--- src/rtl/lpc_stream_copier_if.sv ---
// Signal bundle between the CPU command exports, the copier and the two streaming masters.
// The master modport is the copier's view; slave is the environment (CPU PIOs and masters).
interface lpc_stream_copier_if #(
  parameter int DATA_WIDTH = 16,
  parameter int FIFO_DEPTH = 64
);
  logic                          rm_fixed_location;
  logic [31:0]                   rm_read_base;
  logic [31:0]                   rm_read_length;
  logic                          rm_go;
  logic                          rm_done;

  logic                          wm_fixed_location;
  logic [31:0]                   wm_write_base;
  logic [31:0]                   wm_write_length;
  logic                          wm_go;
  logic                          wm_done;

  logic                          rdm_fixed_location;
  logic [31:0]                   rdm_read_base;
  logic [31:0]                   rdm_read_length;
  logic                          rdm_go;
  logic                          rdm_done;
  logic                          rdm_early_done;
  logic                          rdm_read_buffer;
  logic [DATA_WIDTH-1:0]         rdm_buffer_output_data;
  logic                          rdm_data_available;

  logic                          wrm_fixed_location;
  logic [31:0]                   wrm_write_base;
  logic [31:0]                   wrm_write_length;
  logic                          wrm_go;
  logic                          wrm_done;
  logic                          wrm_write_buffer;
  logic [DATA_WIDTH-1:0]         wrm_buffer_input_data;
  logic                          wrm_buffer_full;

  logic [$clog2(FIFO_DEPTH):0]   fifo_used;

  modport master (
    input  rm_fixed_location, rm_read_base, rm_read_length, rm_go,
    output rm_done,
    input  wm_fixed_location, wm_write_base, wm_write_length, wm_go,
    output wm_done,
    output rdm_fixed_location, rdm_read_base, rdm_read_length, rdm_go,
    input  rdm_done, rdm_early_done,
    output rdm_read_buffer,
    input  rdm_buffer_output_data, rdm_data_available,
    output wrm_fixed_location, wrm_write_base, wrm_write_length, wrm_go,
    input  wrm_done,
    output wrm_write_buffer, wrm_buffer_input_data,
    input  wrm_buffer_full,
    output fifo_used
  );

  modport slave (
    output rm_fixed_location, rm_read_base, rm_read_length, rm_go,
    input  rm_done,
    output wm_fixed_location, wm_write_base, wm_write_length, wm_go,
    input  wm_done,
    input  rdm_fixed_location, rdm_read_base, rdm_read_length, rdm_go,
    output rdm_done, rdm_early_done,
    input  rdm_read_buffer,
    output rdm_buffer_output_data, rdm_data_available,
    input  wrm_fixed_location, wrm_write_base, wrm_write_length, wrm_go,
    output wrm_done,
    input  wrm_write_buffer, wrm_buffer_input_data,
    output wrm_buffer_full,
    input  fifo_used
  );
endinterface

--- src/rtl/lpc_stream_copier.sv ---
// Turns CPU read/write commands into go/base/length jobs on the streaming masters and
// moves read-stream words to the write stream through a show-ahead FIFO.
module lpc_stream_copier #(
  parameter int DATA_WIDTH = 16,
  parameter int FIFO_DEPTH = 64
) (
  input logic                 clk,
  input logic                 reset_n,
  lpc_stream_copier_if.master bus
);
  localparam int AW = $clog2(FIFO_DEPTH);
  localparam logic [AW-1:0] PTR_ONE  = {{(AW-1){1'b0}}, 1'b1};
  localparam logic [AW:0]   USED_ONE = {{AW{1'b0}}, 1'b1};
  localparam logic [AW:0]   FULL_CNT = {1'b1, {AW{1'b0}}};

  typedef enum logic [1:0] {R_IDLE, R_GO, R_XFER, R_WAIT} rd_state_t;
  typedef enum logic [1:0] {W_IDLE, W_GO, W_XFER, W_WAIT} wr_state_t;

  logic [DATA_WIDTH-1:0] r_mem [FIFO_DEPTH];
  logic [AW-1:0]         r_wr_ptr;
  logic [AW-1:0]         r_rd_ptr;
  logic [AW:0]           r_used;
  logic                  w_fifo_full;
  logic                  w_fifo_empty;
  logic                  w_push;
  logic                  w_pop;

  rd_state_t             r_rd_state;
  rd_state_t             w_rd_state_nxt;
  logic [30:0]           r_rd_rem;
  logic [30:0]           w_rd_rem_nxt;
  logic                  r_rm_done;
  logic                  w_rm_done_nxt;
  logic                  w_rd_latch;
  logic                  r_rdm_fixed;
  logic [31:0]           r_rdm_base;
  logic [31:0]           r_rdm_len;

  wr_state_t             r_wr_state;
  wr_state_t             w_wr_state_nxt;
  logic [30:0]           r_wr_rem;
  logic [30:0]           w_wr_rem_nxt;
  logic                  r_wm_done;
  logic                  w_wm_done_nxt;
  logic                  w_wr_latch;
  logic                  r_wrm_fixed;
  logic [31:0]           r_wrm_base;
  logic [31:0]           r_wrm_len;

  logic                  w_unused;
  assign w_unused = &{1'b0, bus.rdm_early_done};

  // ---------------- FIFO ----------------
  assign w_fifo_full  = (r_used == FULL_CNT);
  assign w_fifo_empty = (r_used == '0);

  // NOTE: storage has no reset; occupancy is tracked by r_used, so stale words are never visible.
  always_ff @(posedge clk) begin
    if (w_push) r_mem[r_wr_ptr] <= bus.rdm_buffer_output_data;
  end

  // NOTE: all state updates use non-blocking assignments so every register sees pre-edge values.
  always_ff @(posedge clk or negedge reset_n) begin
    if (!reset_n) begin
      r_wr_ptr <= '0;
      r_rd_ptr <= '0;
      r_used   <= '0;
    end else begin
      if (w_push) r_wr_ptr <= r_wr_ptr + PTR_ONE;
      if (w_pop)  r_rd_ptr <= r_rd_ptr + PTR_ONE;
      case ({w_push, w_pop})
        2'b10:   r_used <= r_used + USED_ONE;
        2'b01:   r_used <= r_used - USED_ONE;
        default: r_used <= r_used;
      endcase
    end
  end

  // Head is forced to zero when empty so the data output is 0 out of reset.
  assign bus.wrm_buffer_input_data = w_fifo_empty ? '0 : r_mem[r_rd_ptr];
  assign bus.fifo_used             = r_used;

  // ---------------- Read FSM ----------------
  always_ff @(posedge clk or negedge reset_n) begin
    if (!reset_n) begin
      r_rd_state  <= R_IDLE;
      r_rd_rem    <= '0;
      r_rm_done   <= 1'b0;
      r_rdm_fixed <= 1'b0;
      r_rdm_base  <= '0;
      r_rdm_len   <= '0;
    end else begin
      r_rd_state <= w_rd_state_nxt;
      r_rd_rem   <= w_rd_rem_nxt;
      r_rm_done  <= w_rm_done_nxt;
      if (w_rd_latch) begin
        r_rdm_fixed <= bus.rm_fixed_location;
        r_rdm_base  <= bus.rm_read_base;
        r_rdm_len   <= bus.rm_read_length;
      end
    end
  end

  // NOTE: every combinational output gets a default first, so no path can infer a latch.
  always_comb begin
    w_rd_state_nxt = r_rd_state;
    w_rd_rem_nxt   = r_rd_rem;
    w_rm_done_nxt  = r_rm_done;
    w_rd_latch     = 1'b0;
    w_push         = 1'b0;
    case (r_rd_state)
      R_IDLE: begin
        if (bus.rm_go) begin
          w_rd_latch   = 1'b1;
          w_rd_rem_nxt = bus.rm_read_length[31:1];
          if (bus.rm_read_length[31:1] == '0) begin
            w_rm_done_nxt = 1'b1;
          end else begin
            w_rm_done_nxt  = 1'b0;
            w_rd_state_nxt = R_GO;
          end
        end
      end
      R_GO: w_rd_state_nxt = R_XFER;
      R_XFER: begin
        w_push = bus.rdm_data_available & ~w_fifo_full & (r_rd_rem != '0);
        if (w_push) begin
          w_rd_rem_nxt = r_rd_rem - 31'd1;
          if (r_rd_rem == 31'd1) w_rd_state_nxt = R_WAIT;
        end
      end
      R_WAIT: begin
        // Only sampled here, well after rdm_go, so the master's idle-high done is ignored.
        if (bus.rdm_done) begin
          w_rm_done_nxt  = 1'b1;
          w_rd_state_nxt = R_IDLE;
        end
      end
      default: w_rd_state_nxt = R_IDLE;
    endcase
  end

  assign bus.rdm_go             = (r_rd_state == R_GO);
  assign bus.rdm_read_buffer    = w_push;
  assign bus.rdm_fixed_location = r_rdm_fixed;
  assign bus.rdm_read_base      = r_rdm_base;
  assign bus.rdm_read_length    = r_rdm_len;
  assign bus.rm_done            = r_rm_done;

  // ---------------- Write FSM ----------------
  always_ff @(posedge clk or negedge reset_n) begin
    if (!reset_n) begin
      r_wr_state  <= W_IDLE;
      r_wr_rem    <= '0;
      r_wm_done   <= 1'b0;
      r_wrm_fixed <= 1'b0;
      r_wrm_base  <= '0;
      r_wrm_len   <= '0;
    end else begin
      r_wr_state <= w_wr_state_nxt;
      r_wr_rem   <= w_wr_rem_nxt;
      r_wm_done  <= w_wm_done_nxt;
      if (w_wr_latch) begin
        r_wrm_fixed <= bus.wm_fixed_location;
        r_wrm_base  <= bus.wm_write_base;
        r_wrm_len   <= bus.wm_write_length;
      end
    end
  end

  always_comb begin
    w_wr_state_nxt = r_wr_state;
    w_wr_rem_nxt   = r_wr_rem;
    w_wm_done_nxt  = r_wm_done;
    w_wr_latch     = 1'b0;
    w_pop          = 1'b0;
    case (r_wr_state)
      W_IDLE: begin
        if (bus.wm_go) begin
          w_wr_latch   = 1'b1;
          w_wr_rem_nxt = bus.wm_write_length[31:1];
          if (bus.wm_write_length[31:1] == '0) begin
            w_wm_done_nxt = 1'b1;
          end else begin
            w_wm_done_nxt  = 1'b0;
            w_wr_state_nxt = W_GO;
          end
        end
      end
      W_GO: w_wr_state_nxt = W_XFER;
      W_XFER: begin
        w_pop = ~w_fifo_empty & ~bus.wrm_buffer_full & (r_wr_rem != '0);
        if (w_pop) begin
          w_wr_rem_nxt = r_wr_rem - 31'd1;
          if (r_wr_rem == 31'd1) w_wr_state_nxt = W_WAIT;
        end
      end
      W_WAIT: begin
        if (bus.wrm_done) begin
          w_wm_done_nxt  = 1'b1;
          w_wr_state_nxt = W_IDLE;
        end
      end
      default: w_wr_state_nxt = W_IDLE;
    endcase
  end

  assign bus.wrm_go             = (r_wr_state == W_GO);
  assign bus.wrm_write_buffer   = w_pop;
  assign bus.wrm_fixed_location = r_wrm_fixed;
  assign bus.wrm_write_base     = r_wrm_base;
  assign bus.wrm_write_length   = r_wrm_len;
  assign bus.wm_done            = r_wm_done;
endmodule

--- src/flat_wrapper.sv ---
// flat-port wrapper written by rule: the top's interface ports become plain ports
module lpc_stream_copier_flat 
#(
  parameter int DATA_WIDTH = 16,
  parameter int FIFO_DEPTH = 64
)
  (clk, reset_n, bus_rm_fixed_location, bus_rm_read_base, bus_rm_read_length, bus_rm_go, bus_rm_done, bus_wm_fixed_location, bus_wm_write_base, bus_wm_write_length, bus_wm_go, bus_wm_done, bus_rdm_fixed_location, bus_rdm_read_base, bus_rdm_read_length, bus_rdm_go, bus_rdm_done, bus_rdm_early_done, bus_rdm_read_buffer, bus_rdm_buffer_output_data, bus_rdm_data_available, bus_wrm_fixed_location, bus_wrm_write_base, bus_wrm_write_length, bus_wrm_go, bus_wrm_done, bus_wrm_write_buffer, bus_wrm_buffer_input_data, bus_wrm_buffer_full, bus_fifo_used);
  lpc_stream_copier_if #(.DATA_WIDTH(DATA_WIDTH), .FIFO_DEPTH(FIFO_DEPTH)) bus_i ();
  input logic clk;
  input logic reset_n;
  input wire logic [$bits(bus_i.rm_fixed_location)-1:0] bus_rm_fixed_location;
  input wire logic [$bits(bus_i.rm_read_base)-1:0] bus_rm_read_base;
  input wire logic [$bits(bus_i.rm_read_length)-1:0] bus_rm_read_length;
  input wire logic [$bits(bus_i.rm_go)-1:0] bus_rm_go;
  output wire logic [$bits(bus_i.rm_done)-1:0] bus_rm_done;
  input wire logic [$bits(bus_i.wm_fixed_location)-1:0] bus_wm_fixed_location;
  input wire logic [$bits(bus_i.wm_write_base)-1:0] bus_wm_write_base;
  input wire logic [$bits(bus_i.wm_write_length)-1:0] bus_wm_write_length;
  input wire logic [$bits(bus_i.wm_go)-1:0] bus_wm_go;
  output wire logic [$bits(bus_i.wm_done)-1:0] bus_wm_done;
  output wire logic [$bits(bus_i.rdm_fixed_location)-1:0] bus_rdm_fixed_location;
  output wire logic [$bits(bus_i.rdm_read_base)-1:0] bus_rdm_read_base;
  output wire logic [$bits(bus_i.rdm_read_length)-1:0] bus_rdm_read_length;
  output wire logic [$bits(bus_i.rdm_go)-1:0] bus_rdm_go;
  input wire logic [$bits(bus_i.rdm_done)-1:0] bus_rdm_done;
  input wire logic [$bits(bus_i.rdm_early_done)-1:0] bus_rdm_early_done;
  output wire logic [$bits(bus_i.rdm_read_buffer)-1:0] bus_rdm_read_buffer;
  input wire logic [$bits(bus_i.rdm_buffer_output_data)-1:0] bus_rdm_buffer_output_data;
  input wire logic [$bits(bus_i.rdm_data_available)-1:0] bus_rdm_data_available;
  output wire logic [$bits(bus_i.wrm_fixed_location)-1:0] bus_wrm_fixed_location;
  output wire logic [$bits(bus_i.wrm_write_base)-1:0] bus_wrm_write_base;
  output wire logic [$bits(bus_i.wrm_write_length)-1:0] bus_wrm_write_length;
  output wire logic [$bits(bus_i.wrm_go)-1:0] bus_wrm_go;
  input wire logic [$bits(bus_i.wrm_done)-1:0] bus_wrm_done;
  output wire logic [$bits(bus_i.wrm_write_buffer)-1:0] bus_wrm_write_buffer;
  output wire logic [$bits(bus_i.wrm_buffer_input_data)-1:0] bus_wrm_buffer_input_data;
  input wire logic [$bits(bus_i.wrm_buffer_full)-1:0] bus_wrm_buffer_full;
  output wire logic [$bits(bus_i.fifo_used)-1:0] bus_fifo_used;
  assign bus_i.rm_fixed_location = bus_rm_fixed_location;
  assign bus_i.rm_read_base = bus_rm_read_base;
  assign bus_i.rm_read_length = bus_rm_read_length;
  assign bus_i.rm_go = bus_rm_go;
  assign bus_rm_done = bus_i.rm_done;
  assign bus_i.wm_fixed_location = bus_wm_fixed_location;
  assign bus_i.wm_write_base = bus_wm_write_base;
  assign bus_i.wm_write_length = bus_wm_write_length;
  assign bus_i.wm_go = bus_wm_go;
  assign bus_wm_done = bus_i.wm_done;
  assign bus_rdm_fixed_location = bus_i.rdm_fixed_location;
  assign bus_rdm_read_base = bus_i.rdm_read_base;
  assign bus_rdm_read_length = bus_i.rdm_read_length;
  assign bus_rdm_go = bus_i.rdm_go;
  assign bus_i.rdm_done = bus_rdm_done;
  assign bus_i.rdm_early_done = bus_rdm_early_done;
  assign bus_rdm_read_buffer = bus_i.rdm_read_buffer;
  assign bus_i.rdm_buffer_output_data = bus_rdm_buffer_output_data;
  assign bus_i.rdm_data_available = bus_rdm_data_available;
  assign bus_wrm_fixed_location = bus_i.wrm_fixed_location;
  assign bus_wrm_write_base = bus_i.wrm_write_base;
  assign bus_wrm_write_length = bus_i.wrm_write_length;
  assign bus_wrm_go = bus_i.wrm_go;
  assign bus_i.wrm_done = bus_wrm_done;
  assign bus_wrm_write_buffer = bus_i.wrm_write_buffer;
  assign bus_wrm_buffer_input_data = bus_i.wrm_buffer_input_data;
  assign bus_i.wrm_buffer_full = bus_wrm_buffer_full;
  assign bus_fifo_used = bus_i.fifo_used;
  lpc_stream_copier #(.DATA_WIDTH(DATA_WIDTH), .FIFO_DEPTH(FIFO_DEPTH)) u_core (.clk(clk), .reset_n(reset_n), .bus(bus_i));
endmodule
--- config.mk ---
export PLATFORM = sky130hd
export DESIGN_NAME = lpc_stream_copier_flat
export DESIGN_NICKNAME = d
export VERILOG_FILES = /design/src/rtl/lpc_stream_copier_if.sv /design/src/rtl/lpc_stream_copier.sv /design/src/flat_wrapper.sv
export SDC_FILE = /design/constraint.sdc
export NUM_CORES = 2
export LEC_CHECK = 0
export BUFFER_PORTS_ARGS = -buffer_cell sky130_fd_sc_hd__buf_2
export CAP_MARGIN = 25
export CORE_MARGIN = 4
export CORE_UTILIZATION = 60
export CTS_BUF_LIST = sky130_fd_sc_hd__clkbuf_8
export DETAILED_ROUTE_END_ITERATION = 7
export HOLD_SLACK_MARGIN = 0.02
export MAX_ROUTING_LAYER = met4
export PLACE_DENSITY = 0.79
export SYNTH_ARGS = -nofsm -noshare
export SYNTH_HDL_FRONTEND = slang
export SYNTH_SLANG_ARGS = --single-unit
--- constraint.sdc ---
create_clock -name clk -period 5.15 [get_ports clk]
set_input_delay 1.03 -clock clk [delete_from_list [all_inputs] [get_ports clk]]
set_output_delay 1.03 -clock clk [all_outputs]
set_load 0.01 [all_outputs]
==> impl_metrics.env <==
export IMPL_finalMaxSlewViolations=0
export IMPL_leakagePower_nw=20.4
export IMPL_cts_root_buffer_cell="clkbuf_8"
export IMPL_final_core_util_pct=69.4
export IMPL_multiplexer_area_fraction_after_synthesis_pct=13.2
export IMPL_dp_final_hpwl_mm=76.2
export IMPL_worstSkewPairLatency_ns=0.90
export IMPL_crit_path_start="u_core.r_rd_ptr[3]$_DFFE_PN0P_"
export IMPL_numClockSinks=1241
export IMPL_replace_congestion=0.911
export IMPL_grt_overflow_total=0
export IMPL_crit_path_end="bus_wrm_buffer_input_data[5]"
export IMPL_design_power_total_w=0.0296
export IMPL_number_of_antenna_violations_at_the_first_check_in_global_routing=3
export IMPL_cts_hold_repair_buffers=0
export IMPL_grt_first_pass_wirelength_mm=182
export IMPL_worstPathBufferInverterCount=2
export IMPL_worst_r2r_path_depth=14
export IMPL_synth_cell_type_count=80
export IMPL_run_status="complete, no violations"
export IMPL_worstReg2RegStart="u_core.r_rd_rem[0]$_DFFE_PN0P_"
export IMPL_met1_length_mm=44.3
export IMPL_worst_path_most_repeated_cell="a21oi_1"
export IMPL_synth_adder_area_share_pct=0.545
export IMPL_fp_row_count=105
export IMPL_synthesis_nets=3062
export IMPL_drt_total_wl_mm=122
export IMPL_total_routing_resource_utilization_after_global_routing_pct=29.0
export IMPL_synth_warning_count=0
export IMPL_area_growth_synth_to_final_pct=14.7
export IMPL_relative_contribution_of_combinational_cells_to_total_power_pct=30.8
export IMPL_route_antenna_remaining_nets=0
export IMPL_main_combinational_cell_family_by_area_after_synthesis="multiplexers"
export IMPL_synth_area_per_cell_sq_um=17.2
export IMPL_final_common_cell="edfxtp_1"
export IMPL_synth_edff_count=1024
export IMPL_rsz0062_at_grt="false"
export IMPL_post_route_min_period_ns=5.02
export IMPL_numCtsBuffers=189
export IMPL_cell_internal_pwr_w=0.0197
export IMPL_routed_top_layer="met4"
export IMPL_initial_core_util_pct=60.5
export IMPL_internal_reg_to_reg_setup_slack_ns=0.86
export IMPL_ios=314
export IMPL_dr_wl_met2_mm=61.0
export IMPL_nets=3543
export IMPL_grt_start_max_net_pins=140
export IMPL_worst_slew_margin_rel_pct=27.8
export IMPL_ys_flop_type="edfxtp_1"
export IMPL_layout_common_cells="1024 x edfxtp_1, 311 x buf_2, 298 x nand2_1, 224 x mux4_2, 215 x dfrtp_1"
export IMPL_worst_slew_pin_transition_ns=1.08
export IMPL_number_of_endpoints_with_negative_hold_slack_in_the_final_report=0
export IMPL_clock_power_share_pct=26.3
export IMPL_routed_wire_length_per_instance_um=26.4
export IMPL_synth_seq_area_share_pct=73.0
export IMPL_power_per_cell_area_nw_per_um2=521
export IMPL_worstHoldPathType="in2async"
export IMPL_clock_skew_final_ns=0.0586
export IMPL_cap_viol_max_count=0
export IMPL_arrival_ns=3.99
export IMPL_async_reset_ff_share_pct=17.5
export IMPL_start_kind="register"
export IMPL_critPathRequiredTime_ns=4.12
export IMPL_sw_frac_of_total_pct=33.5
export IMPL_timing_critical_path_to_type="output port"
export IMPL_dieWidth_um=295
export IMPL_post_drt_via_cell_ratio=6.35
export IMPL_hold_worst_slack_ns=0.316
export IMPL_netSwitchingPower_w=0.00993
export IMPL_post_synth_inst_count=2886
export IMPL_remaining_drc_errors=0
export IMPL_cts_tree="built"
export IMPL_critical_path_reg2reg_endpoint="u_core.bus.fifo_used[6]$_DFFE_PN0P_"
export IMPL_worst_path_cell_with_the_longest_stage_delay="dfrtp_1"
export IMPL_core_area_sq_um=82000
export IMPL_path_cells="nor2b_4, buf_4, a22oi_1, a21oi_1, a21oi_1, o21ai_0, buf_2"
export IMPL_crit_fanout=21
export IMPL_final_number_of_setup_violating_endpoints=0
export IMPL_max_clock_path_buffers=3
export IMPL_die_height_um=295
export IMPL_syn_area_sq_um=49600
export IMPL_synth_compound_gate_area_share_pct=5.56
export IMPL_cp_depth=7
export IMPL_drive_gt1_share_pct=29.2
export IMPL_period_share_pct=97.4
export IMPL_critPathKind="reg2out"
export IMPL_maximum_level_of_the_cts_h_tree=4
export IMPL_synth_seq_cells=1241
export IMPL_wire_length_on_met3_mm=11.8
export IMPL_vias_in_the_first_global_route=29844
export IMPL_max_freq_mhz=199
export IMPL_firstDrtPassIters=7
export IMPL_dieArea_sq_um=87300
export IMPL_dr_first_iter_drc_count=3179
export IMPL_cpPeakStageDelay_ns=0.88
export IMPL_synth_simple_area_share_pct=6.04
export IMPL_power_ir_vdd_worst_mv=0.459
export IMPL_pwr_share_seq_pct=42.9
export IMPL_cp_top_family="flip-flops"
export IMPL_vias=29221
export IMPL_setup_total_neg_slack_ns=0
export IMPL_placement_io_buffers=312
export IMPL_synth_xor_area_share_pct=0.283
export IMPL_clk_pin_slew_worst_paths_ns=0.06
layout make-up:
| class | instances | area (sq um) |
|---|---|---|
| sequential | 1241 | 36200 |
| fill | 5121 | 25100 |
| multi-input combinational | 1464 | 12700 |
| timing repair buffer | 449 | 2850 |
| clock buffer | 201 | 2770 |
| tap | 1070 | 1340 |
| clock inverter | 149 | 901 |
| inverter | 22 | 82.6 |
| antenna | 3 | 7.51 |
power groups by stage:
stage / sequential [W] / clock [W] / combinational (W)
after floorplan: 0.0128 / 0 / 0.00581
after global placement: 0.0128 / 0 / 0.00872
after detailed placement: 0.0129 / 0 / 0.00902
after CTS: 0.0127 / 0.00790 / 0.00906
after global routing: 0.0128 / 0.00841 / 0.00977
final: 0.0127 / 0.00779 / 0.00911
synthesized netlist by cell type (6+ instances only):
master | instances | area share [%]
inv_1 | 20 | 0.15
buf_1 | 43 | 0.33
a311oi_1 | 9 | 0.16
mux4_2 | 224 | 10
o22ai_1 | 23 | 0.29
dfrtp_1 | 217 | 11
edfxtp_1 | 1024 | 62
nand2b_1 | 6 | 0.076
o311ai_0 | 11 | 0.19
a31oi_1 | 6 | 0.076
mux2i_1 | 69 | 1.4
mux2_2 | 70 | 1.6
a2bb2oi_1 | 6 | 0.11
a21oi_1 | 104 | 1.0
ha_1 | 20 | 0.50
nand2_1 | 300 | 2.3
nand3b_1 | 11 | 0.17
o21ai_0 | 41 | 0.41
clkbuf_1 | 98 | 0.74
nand3_1 | 44 | 0.44
o31ai_1 | 6 | 0.091
nand4_1 | 14 | 0.18
buf_2 | 15 | 0.15
a21o_1 | 6 | 0.091
a22oi_1 | 137 | 2.1
nor4_1 | 35 | 0.44
nor3_1 | 34 | 0.34
nor2_1 | 157 | 1.2
xnor2_1 | 11 | 0.19
or3_1 | 10 | 0.13
worst min-delay path by stage:
stage,cells past startpoint,slack [ns],to
final,1,0.32,u_core.bus.rdm_read_base[29]$_DFFE_PN0P_
after global routing,3,0.32,u_core.bus.rdm_read_base[29]$_DFFE_PN0P_
after CTS,3,0.29,u_core.bus.rdm_read_base[29]$_DFFE_PN0P_
after detailed placement,2,0.46,u_core.bus.rdm_read_base[7]$_DFFE_PN0P_
after global placement,2,0.45,u_core.bus.rdm_read_base[31]$_DFFE_PN0P_
after floorplan,1,0.44,u_core.r_rd_rem[12]$_DFFE_PN0P_
cells by family after synthesis:
family                     after synthesis
adders and majority gates               21
muxes                                  363
buffers and inverters                  181
DFF                                   1241
and+or+nand+nor                        659
AOI/OAI and AO/OA                      405
xor gates and xnor gates                16
timing repair:
action	4_1_cts	5_1_grt
endpoints found under the setup margin	0	1
gates resized for setup	0	1
buffers inserted	0	0
flip-flops by register name, summed over array words and instances, names as in the netlist:
| name | flops |
|---|---|
| u_core.bus.fifo_used | 7 |
| u_core.bus.rdm_fixed_location | 1 |
| u_core.bus.rdm_read_base | 32 |
| u_core.bus.rdm_read_length | 32 |
| u_core.bus.rm_done | 1 |
| u_core.bus.wm_done | 1 |
| u_core.bus.wrm_fixed_location | 1 |
| u_core.bus.wrm_write_base | 32 |
| u_core.bus.wrm_write_length | 32 |
| u_core.r_mem | 1024 |
| u_core.r_rd_ptr | 6 |
| u_core.r_rd_rem | 31 |
| u_core.r_rd_state | 2 |
| u_core.r_wr_ptr | 6 |
| u_core.r_wr_rem | 31 |
| u_core.r_wr_state | 2 |
per-stage QoR:
| stage | area (sq um) | cells | setup slack, ns |
|---|---|---|---|
| global placement | 53000 | 4234 | 0.980 |
| floorplan | 49600 | 2886 | 1.33 |
| global route | 56900 | 4598 | 0.00298 |
| detailed placement | 53000 | 4237 | 0.886 |
| finish | 56900 | 4599 | 0.132 |
| CTS | 56700 | 4587 | 0.172 |
worst register-to-register path, cell delays in order (launching register included):
cell,delay (ns)
dfrtp_1,0.41
inv_1,0.11
ha_1,0.23
or4b_2,0.76
nor4_4,0.43
nor2_1,0.10
nand2_1,0.23
ha_1,0.38
inv_1,0.16
fa_1,0.43
nor2b_1,0.13
o21a_1,0.14
o21ai_0,0.09
o311ai_0,0.42
xor2_1,0.17
metal layers:
| metal | global-route usage [%] | vias to the layer above |
|---|---|---|
| met3 | 6.51 | 289 |
| met4 | 11.3 | 0 |
| met2 | 46.3 | 1704 |
| li1 | - | 12507 |
| met1 | 37.1 | 14721 |
| met5 | - | - |
(Power assumes the default switching activity.)
